File: src/rtl/reg_file_pkg.sv
// Shared types and index defaults for the architectural register file.
package reg_file_pkg;

    localparam int REG_DATA_W   = 32;
    localparam int NUM_REGS_DEF = 16;
    localparam int NUM_READ_DEF = 3;
    localparam int REG_ADDR_W   = $clog2(NUM_REGS_DEF);

    localparam int SP_IDX_DEF = 13;
    localparam int LR_IDX_DEF = 14;
    localparam int PC_IDX_DEF = 15;

    typedef logic [REG_DATA_W-1:0] word_t;
    typedef logic [REG_ADDR_W-1:0] reg_addr_t;

    typedef struct packed {
        logic      en;
        reg_addr_t addr;
        word_t     data;
    } wr_port_t;

endpackage

File: src/rtl/param_reg_file_if.sv
// Decode/writeback/fetch side bundle of the register file.
// Parity test and error signals exist only when REGFILE_PARITY_EN is defined.
interface param_reg_file_if #(
    parameter int DATA_W   = reg_file_pkg::REG_DATA_W,
    parameter int NUM_REGS = reg_file_pkg::NUM_REGS_DEF,
    parameter int NUM_READ = reg_file_pkg::NUM_READ_DEF
);
    localparam int AW = $clog2(NUM_REGS);

    logic                               stall_i;
    logic [NUM_READ-1:0][AW-1:0]        rd_addr_i;
    logic [NUM_READ-1:0][DATA_W-1:0]    rd_data_o;
    logic                               wr0_en_i;
    logic [AW-1:0]                      wr0_addr_i;
    logic [DATA_W-1:0]                  wr0_data_i;
    logic                               wr1_en_i;
    logic [AW-1:0]                      wr1_addr_i;
    logic [DATA_W-1:0]                  wr1_data_i;
    logic [DATA_W-1:0]                  pc_i;
    logic [DATA_W-1:0]                  pc_o;
    logic [DATA_W-1:0]                  sp_o;
    logic                               wr_conflict_o;
`ifdef REGFILE_PARITY_EN
    logic                               inj_par_i;
    logic                               parity_err_o;
`endif

    modport master (
        output stall_i, rd_addr_i, wr0_en_i, wr0_addr_i, wr0_data_i,
               wr1_en_i, wr1_addr_i, wr1_data_i, pc_i,
        input  rd_data_o, pc_o, sp_o, wr_conflict_o
`ifdef REGFILE_PARITY_EN
        , output inj_par_i
        , input  parity_err_o
`endif
    );

    modport slave (
        input  stall_i, rd_addr_i, wr0_en_i, wr0_addr_i, wr0_data_i,
               wr1_en_i, wr1_addr_i, wr1_data_i, pc_i,
        output rd_data_o, pc_o, sp_o, wr_conflict_o
`ifdef REGFILE_PARITY_EN
        , input  inj_par_i
        , output parity_err_o
`endif
    );

endinterface

File: src/rtl/reg_file_bypass_sel.sv
// Per-read-port priority mux: captured wr1, then captured wr0, then captured array data.
module reg_file_bypass_sel
    import reg_file_pkg::*;
#(
    parameter int  DATA_W = REG_DATA_W,
    parameter int  ADDR_W = REG_ADDR_W,
    parameter type port_t = wr_port_t
) (
    input  logic [DATA_W-1:0] arr_data_i,
    input  logic [ADDR_W-1:0] rd_addr_i,
    input  port_t             wr0_i,
    input  port_t             wr1_i,
    output logic [DATA_W-1:0] rd_data_o,
    output logic              bypass_o
);

    always_comb begin
        rd_data_o = arr_data_i;
        bypass_o  = 1'b0;
        if (wr1_i.en && (wr1_i.addr == rd_addr_i)) begin
            rd_data_o = wr1_i.data;
            bypass_o  = 1'b1;
        end else if (wr0_i.en && (wr0_i.addr == rd_addr_i)) begin
            rd_data_o = wr0_i.data;
            bypass_o  = 1'b1;
        end
    end

endmodule

File: src/rtl/param_reg_file.sv
// Architectural register file: registered reads with write bypass, stall hold, PC/SP taps.
// Optional even-parity storage and checking under REGFILE_PARITY_EN.
module param_reg_file
    import reg_file_pkg::*;
#(
    parameter int DATA_W   = REG_DATA_W,
    parameter int NUM_REGS = NUM_REGS_DEF,
    parameter int NUM_READ = NUM_READ_DEF,
    parameter int SP_IDX   = SP_IDX_DEF,
    parameter int PC_IDX   = PC_IDX_DEF
) (
    input logic             clk_i,
    input logic             rst_n_i,
    param_reg_file_if.slave bus
);

    localparam int AW = $clog2(NUM_REGS);

    typedef struct packed {
        logic              en;
        logic [AW-1:0]     addr;
        logic [DATA_W-1:0] data;
    } port_t;

    logic [DATA_W-1:0]               regs [NUM_REGS];
    port_t                           wr0_eff, wr1_eff, wr0_q, wr1_q;
    logic [NUM_READ-1:0][DATA_W-1:0] arr_q;
    logic [NUM_READ-1:0][AW-1:0]     addr_q;
    logic [NUM_READ-1:0][DATA_W-1:0] rd_data;
    logic                            conflict_q;

    // PC writes are dropped here, so a captured port can never bypass the PC entry.
    always_comb begin
        wr0_eff.en   = bus.wr0_en_i && (bus.wr0_addr_i != AW'(PC_IDX));
        wr0_eff.addr = bus.wr0_addr_i;
        wr0_eff.data = bus.wr0_data_i;
        wr1_eff.en   = bus.wr1_en_i && (bus.wr1_addr_i != AW'(PC_IDX));
        wr1_eff.addr = bus.wr1_addr_i;
        wr1_eff.data = bus.wr1_data_i;
    end

    always_ff @(posedge clk_i or negedge rst_n_i) begin
        if (!rst_n_i) begin
            for (int i = 0; i < NUM_REGS; i++) regs[i] <= '0;
        end else begin
            for (int i = 0; i < NUM_REGS; i++) begin
                if (i == PC_IDX)
                    regs[i] <= bus.pc_i;
                else if (wr1_eff.en && (wr1_eff.addr == AW'(i)))
                    regs[i] <= wr1_eff.data;
                else if (wr0_eff.en && (wr0_eff.addr == AW'(i)))
                    regs[i] <= wr0_eff.data;
            end
        end
    end

    always_ff @(posedge clk_i or negedge rst_n_i) begin
        if (!rst_n_i) begin
            arr_q  <= '0;
            addr_q <= '0;
            wr0_q  <= '0;
            wr1_q  <= '0;
        end else if (!bus.stall_i) begin
            wr0_q <= wr0_eff;
            wr1_q <= wr1_eff;
            for (int p = 0; p < NUM_READ; p++) begin
                addr_q[p] <= bus.rd_addr_i[p];
                arr_q[p]  <= regs[bus.rd_addr_i[p]];
            end
        end
    end

    always_ff @(posedge clk_i or negedge rst_n_i) begin
        if (!rst_n_i) conflict_q <= 1'b0;
        else          conflict_q <= wr0_eff.en && wr1_eff.en && (wr0_eff.addr == wr1_eff.addr);
    end

`ifdef REGFILE_PARITY_EN
    logic [NUM_READ-1:0] bypass;
`endif

    for (genvar p = 0; p < NUM_READ; p++) begin : g_rd
        reg_file_bypass_sel #(
            .DATA_W (DATA_W),
            .ADDR_W (AW),
            .port_t (port_t)
        ) u_sel (
            .arr_data_i (arr_q[p]),
            .rd_addr_i  (addr_q[p]),
            .wr0_i      (wr0_q),
            .wr1_i      (wr1_q),
            .rd_data_o  (rd_data[p]),
`ifdef REGFILE_PARITY_EN
            .bypass_o   (bypass[p])
`else
            .bypass_o   ()
`endif
        );
    end

    assign bus.rd_data_o     = rd_data;
    assign bus.pc_o          = regs[PC_IDX];
    assign bus.sp_o          = regs[SP_IDX];
    assign bus.wr_conflict_o = conflict_q;

`ifdef REGFILE_PARITY_EN
    logic                par [NUM_REGS];
    logic [NUM_READ-1:0] par_q;
    logic                par_err_d, par_err_q;

    always_ff @(posedge clk_i or negedge rst_n_i) begin
        if (!rst_n_i) begin
            for (int i = 0; i < NUM_REGS; i++) par[i] <= 1'b0;
        end else begin
            for (int i = 0; i < NUM_REGS; i++) begin
                if (i == PC_IDX)
                    par[i] <= ^bus.pc_i;
                else if (wr1_eff.en && (wr1_eff.addr == AW'(i)))
                    par[i] <= ^wr1_eff.data;
                else if (wr0_eff.en && (wr0_eff.addr == AW'(i)))
                    par[i] <= (^wr0_eff.data) ^ bus.inj_par_i;
            end
        end
    end

    always_ff @(posedge clk_i or negedge rst_n_i) begin
        if (!rst_n_i) begin
            par_q <= '0;
        end else if (!bus.stall_i) begin
            for (int p = 0; p < NUM_READ; p++) par_q[p] <= par[bus.rd_addr_i[p]];
        end
    end

    always_comb begin
        par_err_d = 1'b0;
        for (int p = 0; p < NUM_READ; p++) begin
            if (!bypass[p] && (par_q[p] != ^arr_q[p])) par_err_d = 1'b1;
        end
    end

    // Evaluated on the next non-stalled edge so each captured read flags at most once.
    always_ff @(posedge clk_i or negedge rst_n_i) begin
        if (!rst_n_i) par_err_q <= 1'b0;
        else          par_err_q <= par_err_d && !bus.stall_i;
    end

    assign bus.parity_err_o = par_err_q;
`endif

endmodule
File: src/flat_wrapper.sv
// flat-port wrapper written by rule: the top's interface ports become plain ports
module param_reg_file_flat import reg_file_pkg::*;
#(
    parameter int DATA_W   = REG_DATA_W,
    parameter int NUM_REGS = NUM_REGS_DEF,
    parameter int NUM_READ = NUM_READ_DEF,
    parameter int SP_IDX   = SP_IDX_DEF,
    parameter int PC_IDX   = PC_IDX_DEF
)
  (clk_i, rst_n_i, bus_stall_i, bus_rd_addr_i, bus_wr0_en_i, bus_wr0_addr_i, bus_wr0_data_i, bus_wr1_en_i, bus_wr1_addr_i, bus_wr1_data_i, bus_pc_i, bus_rd_data_o, bus_pc_o, bus_sp_o, bus_wr_conflict_o);
  param_reg_file_if #(.DATA_W(DATA_W), .NUM_REGS(NUM_REGS), .NUM_READ(NUM_READ)) bus_i ();
  input logic clk_i;
  input logic rst_n_i;
  input wire logic [$bits(bus_i.stall_i)-1:0] bus_stall_i;
  input wire logic [$bits(bus_i.rd_addr_i)-1:0] bus_rd_addr_i;
  input wire logic [$bits(bus_i.wr0_en_i)-1:0] bus_wr0_en_i;
  input wire logic [$bits(bus_i.wr0_addr_i)-1:0] bus_wr0_addr_i;
  input wire logic [$bits(bus_i.wr0_data_i)-1:0] bus_wr0_data_i;
  input wire logic [$bits(bus_i.wr1_en_i)-1:0] bus_wr1_en_i;
  input wire logic [$bits(bus_i.wr1_addr_i)-1:0] bus_wr1_addr_i;
  input wire logic [$bits(bus_i.wr1_data_i)-1:0] bus_wr1_data_i;
  input wire logic [$bits(bus_i.pc_i)-1:0] bus_pc_i;
  output wire logic [$bits(bus_i.rd_data_o)-1:0] bus_rd_data_o;
  output wire logic [$bits(bus_i.pc_o)-1:0] bus_pc_o;
  output wire logic [$bits(bus_i.sp_o)-1:0] bus_sp_o;
  output wire logic [$bits(bus_i.wr_conflict_o)-1:0] bus_wr_conflict_o;
  assign bus_i.stall_i = bus_stall_i;
  assign bus_i.rd_addr_i = bus_rd_addr_i;
  assign bus_i.wr0_en_i = bus_wr0_en_i;
  assign bus_i.wr0_addr_i = bus_wr0_addr_i;
  assign bus_i.wr0_data_i = bus_wr0_data_i;
  assign bus_i.wr1_en_i = bus_wr1_en_i;
  assign bus_i.wr1_addr_i = bus_wr1_addr_i;
  assign bus_i.wr1_data_i = bus_wr1_data_i;
  assign bus_i.pc_i = bus_pc_i;
  assign bus_rd_data_o = bus_i.rd_data_o;
  assign bus_pc_o = bus_i.pc_o;
  assign bus_sp_o = bus_i.sp_o;
  assign bus_wr_conflict_o = bus_i.wr_conflict_o;
  param_reg_file #(.DATA_W(DATA_W), .NUM_REGS(NUM_REGS), .NUM_READ(NUM_READ), .SP_IDX(SP_IDX), .PC_IDX(PC_IDX)) u_core (.clk_i(clk_i), .rst_n_i(rst_n_i), .bus(bus_i));
endmodule
File: config.mk
export PLATFORM = sky130hd
export DESIGN_NAME = param_reg_file_flat
export DESIGN_NICKNAME = d
export VERILOG_FILES = /design/src/rtl/reg_file_pkg.sv /design/src/rtl/param_reg_file_if.sv /design/src/rtl/reg_file_bypass_sel.sv /design/src/rtl/param_reg_file.sv /design/src/flat_wrapper.sv
export SDC_FILE = /design/constraint.sdc
export NUM_CORES = 2
export LEC_CHECK = 0
export BUFFER_PORTS_ARGS = -buffer_cell sky130_fd_sc_hd__buf_2
export CORE_MARGIN = 4
export CORE_UTILIZATION = 30
export CTS_CLUSTER_SIZE = 25
export DETAILED_ROUTE_END_ITERATION = 8
export PLACE_DENSITY = 0.5
export SYNTH_ARGS = -nofsm -noshare
export SYNTH_HDL_FRONTEND = slang
export SYNTH_SLANG_ARGS = --single-unit
File: constraint.sdc
create_clock -name clk_i -period 2.45 [get_ports clk_i]
set_clock_uncertainty 0.2 [all_clocks]
set_input_delay 0.245 -clock clk_i [delete_from_list [all_inputs] [get_ports clk_i]]
set_output_delay 0.245 -clock clk_i [all_outputs]
set_load 0.03 [all_outputs]
After elaboration in Yosys (flattened, before gate mapping)
Cells that the tools add are included.
- output and inout bits: 161
- input port bits: 121
- ROM bits: 0
- memories: 0
- bits in registers: 695
- word-level logic and storage cells: 174
- bits in latches: 0
- memory bits (writable): 0
- muxes and demuxes: 45
- shift operators: 0
- reductions and logical operators: 57
- bitwise logic cells: 3
- $mul: 0
- add/subtract/negate cells: 0
- divide/modulo/power cells: 0
- equality and inequality tests: 37
- magnitude comparators: 3
- operator list (kind ; count):
    32-bit two-way mux ; 42
    32-bit binary-select mux with 4-bit select ; 3
    4-bit == test (second input constant) ; 14
    1-bit logical AND ; 40
    4-bit by 3-bit == test with 1-bit output (second input constant) ; 8
    2-bit nonzero test ; 15
    4-bit == test ; 7
    4-bit by 2-bit == test with 1-bit output (second input constant) ; 4
    5-bit >= comparator (second input constant) ; 3
    4-bit NOT with 5-bit output ; 3
    4-bit by 1-bit == test with 1-bit output (second input constant) ; 2
    4-bit zero test ; 2
    4-bit != test (second input constant) ; 2

Logic depth before layout (Yosys ltp)
- depth in word-level cells: 5
- depth in mapped cells: 8
- gate-level depth less buffers: 4

Hierarchy
Synthesis repeated with hierarchy kept, for this count alone.
- cell total of the unflattened synthesis: 4092
- area total of the unflattened synthesis: 45115.8 sq um
- by module, submodules not included (module ; cells each ; sequential area each (sq um) ; area an instance (sq um) ; times used):
    param_reg_file ; 3582 ; 17391.7 ; 41887.7 ; 1
    reg_file_bypass_sel ; 170 ; 0.0 ; 1076.0 ; 3

Worst setup path after synthesis
No wires, ideal clock.
- kind: reg2out
- start point: reg u_core.wr0_q[32] in the netlist's numbering
- end point: out bus_rd_data_o[26]
- data arrival time: 2082 ps
- stages on the path, launching flop included: 7
- path buffers: 2
- required time: 2005 ps
- path slack: -77 ps
- path through: dfrtp_1 > nor2b_1 > a221o_1 > buf_6 > buf_6 > or4_1 > a31oi_1
- word-level cells in the longest chain between the ends: 4
- RTL lines (element ; RTL line ; source):
    from (decl) ; param_reg_file.sv:26 ; port_t wr0_eff, wr1_eff, wr0_q, wr1_q;
    from (signal assigned) ; param_reg_file.sv:64 ; wr0_q <= wr0_eff;
    4-bit == test ; reg_file_bypass_sel.sv:23 ; end else if (wr0_i.en && (wr0_i.addr == rd_addr_i)) begin
    1-bit logical AND ; reg_file_bypass_sel.sv:23 ;
    32-bit two-way mux ; reg_file_bypass_sel.sv:23 ;
    32-bit two-way mux ; reg_file_bypass_sel.sv:20 ; if (wr1_i.en && (wr1_i.addr == rd_addr_i)) begin
    to (decl) ; flat_wrapper.sv:23 ; output wire logic [$bits(bus_i.rd_data_o)-1:0] bus_rd_data_o;
No other way between the ends.

Worst setup path after layout
- start point: reg u_core.wr0_q[32] in the netlist's numbering
- end point: out bus_rd_data_o[22]
The elaborated chain is that of the path after synthesis.

==> impl_results.md <==
- Highest clock rate: 305 MHz
- Maximum number of pins on one net before global-route repair: 90
- Congestion Overflow GR: 0
- Hold-critical path depth: 3
- Clock Tree Root: sky130_fd_sc_hd__clkbuf_16
- Origin of the worst setup path: u_core.wr0_q[32]
- Count of flip-flops with a built-in enable after synthesis: 0
- Worst hold slack across all endpoints: 0.0459 ns
- Total of fill cells in the finished design: 14,500
- RSZ-0062 raised after global routing: yes
- Run status: finished with violations
- Starting density of the core: 0.301
- Detailed-placement wirelength estimate: 136,000 um
- Leakage power figure: 23.7 nW
- Fraction of layout cells with a size suffix above 1: 0.317
- Area taken by flip-flops and latches: 0.0174 mm^2
- Worst hold endpoint: u_core.addr_q[5]
- Total Routing Usage GR: 0.259
- Internal power consumption: 30.1 mW
- Post-layout minimum cycle time: 3.27 ns
- P&R area growth vs syn: 29.8%
- Critical path depth in cells: 6
- Number of buffer and inverter stages on the critical path: 2
- Worst Setup Slack, final: -0.824 ns
- Detailed Route WL: 209,000 um
- CTS tree: built
- Type of element capturing the critical path: output pin
- Number of iterations in the first detailed-routing pass: 6
- Initial antenna violation count: 12
- Cell area after synthesis: 0.0451 mm^2
- Cells after synthesis: 4,155
- Rel. slew slack: 0.435
- Endpoint of the most critical register-to-register path: u_core.arr_q[18]
- Max stage delay cell, worst path: sky130_fd_sc_hd__or4_1
- Worst Setup Path Type: flop to output pin
- Net Switching: 16.7 mW
- Fraction of power consumed by sequential logic: 0.364
- Origin of the critical flop-to-flop path: u_core.bus.pc_o[18]
- ANT nets after route: 0
- Wire length of the first global-routing pass: 295,000 um
- Vias in the first global route: 38,600
- Number of violations reported at the end of detailed-routing iteration 0: 4,246
- Number of maximum-capacitance violations: 0
- Total power per unit cell area: 799 mW/mm^2
- Number of buffers inserted by port buffering: 281
- Count of final setup violators: 96
- Switching power as a share of total power: 0.357
- Largest fanout on the critical path: 22
- Startpoint of the tightest hold check path: bus_rd_addr_i[5]
- Reg clk slew, reported paths: 0.06 ns
- Row count: 142
- Cell type with the largest total area after synthesis: sky130_fd_sc_hd__dfrtp_1
- CTS H-tree depth: 3
- Worst-Skew Late Latency: 0.72 ns
- Overall die area: 0.157 mm^2
- Number of buffers inserted during clock tree synthesis: 89
- Final hold viol count: 0
- Flip-flop and latch count after synthesis: 695
- Synth async-reset ratio: 1.00
- Net total in the final layout: 4,656
- Ys flop type: sky130_fd_sc_hd__dfrtp_1
- WL per Instance: 31.6 um
- Required time at the endpoint of the critical path: 2.01 ns
- TritonCTS Sinks: 695
- Area of the core region: 0.150 mm^2
- Buffers from clock root to sink, at most: 3
- List of cells traversed by the critical path: nor2b_1, a221o_2, buf_6, or4_1, a31oi_2, buf_4
- Violated checks: setup timing
- Number of synthesis warnings: 0
- Slew at the pin closest to its max-slew limit: 0.842 ns
- Top cell family by delay on the critical path: simple AND/OR/NAND/NOR gates
- Number of cell instances on the worst register-to-register path: 5
- Share of total power in combinational logic: 0.334
- Placed Cells incl. Taps: 6,253
- Number of top-level design ports: 282
- Area of the multi-input gates: 0.0270 mm^2
- CP peak stage delay: 0.53 ns
- Clock share of power: 0.302
- Via total after detailed routing: 39,100
- Synthesized area per cell: 10.9 um^2
- Post-layout instance count excluding filler cells: 6,628
- FF-to-FF setup slack: 0.41 ns
- Die W: 396 um
- Drc violations: 0
- Critical Path Source Type: flop
- Worst ir drop on vdd: 0.520 mV
- Synthesized Nets: 4,276
- Weighted congestion reported at the end of routability-driven placement: 0.905
- Cell variety after synth: 48
- Share of the synthesized area in the top cell type: 0.385
- Final Max Tran Viols: 0
- Die Ht: 396 um
- Seq/Total Area, Yosys: 0.385
- Class of the worst hold path: input pin to flop
- Via/cell ratio: 5.91
- Fin crit share: 1.34
- Critical path data arrival time: 2.83 ns
- Most area-consuming cells after synthesis: sky130_fd_sc_hd__dfrtp_1 (39%), sky130_fd_sc_hd__mux4_2 (17%), sky130_fd_sc_hd__mux2i_1 (14%)
==> through the flow <==
stage               cell area [um^2]  power (mW)   util  setup TNS (ns)  worst slack, ns
finish                         58600        46.8  0.391          -71.06           -0.824
global route                   58600        48.8  0.391          -78.69           -0.929
CTS                            57700        46.3  0.385          -72.30           -0.851
detailed placement             51300        30.5  0.343           -5.46           -0.223
global placement               51300        30.2  0.343           -6.36           -0.256
floorplan                      45500        25.2      -               0           0.0434
==> cells in the mapped netlist, drive strengths merged, types with 78 or more instances <==
| cell | count |
|---|---|
| nor2 | 303 |
| a31oi | 96 |
| a211oi | 92 |
| mux2 | 83 |
| a21oi | 288 |
| mux4 | 340 |
| clkbuf | 277 |
| o22ai | 78 |
| nor3 | 102 |
| buf | 262 |
| nand2 | 220 |
| o21ai | 214 |
| dfrtp | 695 |
| mux2i | 648 |
| o31ai | 99 |
==> how the worst max path moves through the flow <==
stage | endpoint | slack (ns)
5_1_grt | bus_rd_data_o[50] | -0.93
3_5_place_dp | bus_rd_data_o[11] | -0.22
6_report | bus_rd_data_o[22] | -0.82
2_1_floorplan | bus_rd_data_o[0] | 0.04
3_3_place_gp | bus_rd_data_o[93] | -0.26
4_1_cts | bus_rd_data_o[10] | -0.85
==> area by class of cell <==
type                    instances  area share
multi-input cells            2887       0.460
repair buffers                828       0.145
well taps                    2016      0.0430
flip-flops and latches        695       0.297
diodes                          7    0.000299
clock buffers                 125      0.0431
clock inverters                36     0.00929
inverters                      34     0.00218
==> sequential cells by signal, summed over array words and instances (netlist names) <==
name                      flops
u_core.bus.wr_conflict_o      1
u_core.bus.pc_o              32
u_core.arr_q                 96
u_core.bus.sp_o              32
u_core.wr0_q                 37
u_core.addr_q                12
u_core.wr1_q                 37
u_core.regs                 448
==> cell usage in the layout, fill, tap and decap left out, types with 11 or more instances in the layout <==
cell type	synthesis	final
sky130_fd_sc_hd__nor3_1	98	97
sky130_fd_sc_hd__dlygate4sd3_1	0	175
sky130_fd_sc_hd__mux4_2	340	340
sky130_fd_sc_hd__a211oi_1	92	92
sky130_fd_sc_hd__o21ai_0	198	198
sky130_fd_sc_hd__buf_12	0	136
sky130_fd_sc_hd__o31ai_4	0	36
sky130_fd_sc_hd__clkbuf_8	0	15
sky130_fd_sc_hd__inv_1	33	32
sky130_fd_sc_hd__a31oi_1	96	17
sky130_fd_sc_hd__o22ai_1	74	74
sky130_fd_sc_hd__a21oi_1	288	288
sky130_fd_sc_hd__a21o_1	75	75
sky130_fd_sc_hd__o21ai_1	16	16
sky130_fd_sc_hd__clkbuf_1	277	22
sky130_fd_sc_hd__mux2_2	83	83
sky130_fd_sc_hd__or4_4	0	41
sky130_fd_sc_hd__bufinv_16	0	11
sky130_fd_sc_hd__nand4_1	33	33
sky130_fd_sc_hd__or4_1	64	23
sky130_fd_sc_hd__a31oi_4	0	38
sky130_fd_sc_hd__mux2i_1	648	648
sky130_fd_sc_hd__buf_6	8	83
sky130_fd_sc_hd__clkbuf_16	0	96
sky130_fd_sc_hd__a22oi_1	42	42
sky130_fd_sc_hd__a32oi_1	21	21
sky130_fd_sc_hd__o31ai_2	0	21
sky130_fd_sc_hd__dfrtp_1	695	694
sky130_fd_sc_hd__buf_4	81	242
sky130_fd_sc_hd__o31ai_1	99	42
sky130_fd_sc_hd__a31oi_2	0	41
sky130_fd_sc_hd__xnor2_1	17	16
sky130_fd_sc_hd__buf_2	160	173
sky130_fd_sc_hd__nand2_1	220	216
sky130_fd_sc_hd__nor2_1	297	292
==> power groups by stage <==
stage	Combinational, mW	Clock [mW]	Sequential, mW
floorplan	9.40	0	15.8
global placement	13.4	0	16.8
detailed placement	13.5	0	17.0
CTS	15.1	14.4	16.8
global route	16.6	14.9	17.3
finish	15.6	14.1	17.0
==> worst reg2reg max path: cells and delay by family (launching register included) <==
kind	cells	cell delay (ns)
multiplexers	2	0.81
flip-flops	1	0.44
AO/OA/AOI/OAI	2	0.32
buffers and inverters	1	0.18
==> per-layer routing <==
| layer | vias to the layer above | share of wire | global-route usage |
|---|---|---|---|
| met5 | - | 0.00013 | 0 |
| met4 | 4 | 0.030 | 0.0784 |
| met3 | 318 | 0.11 | 0.0743 |
| met2 | 2102 | 0.44 | 0.392 |
| met1 | 20200 | 0.42 | 0.358 |
| li1 | 16500 | - | - |
==> logic make-up (layout without fill, tap and decap cells) <==
group | count (synthesis) | count (layout) | synth area share
buffers and inverters | 573 | 1023 | 0.0601
and+or+nand+nor | 785 | 785 | 0.0799
other | 0 | 7 | 0
muxes | 1071 | 1071 | 0.334
DFF | 695 | 695 | 0.385
AOI/OAI and AO/OA | 1011 | 1011 | 0.137
xor gates and xnor gates | 20 | 20 | 0.00388
==> repair_timing <==
action,in CTS,in global routing
hold buffers,176,0
setup buffers,12,10
hold endpoints to repair,1307,0
resized for setup,275,128
gates cloned,8,5
pin swaps,81,51
endpoints found under the setup margin,96,107
Power figures use the tool's default switching activity.
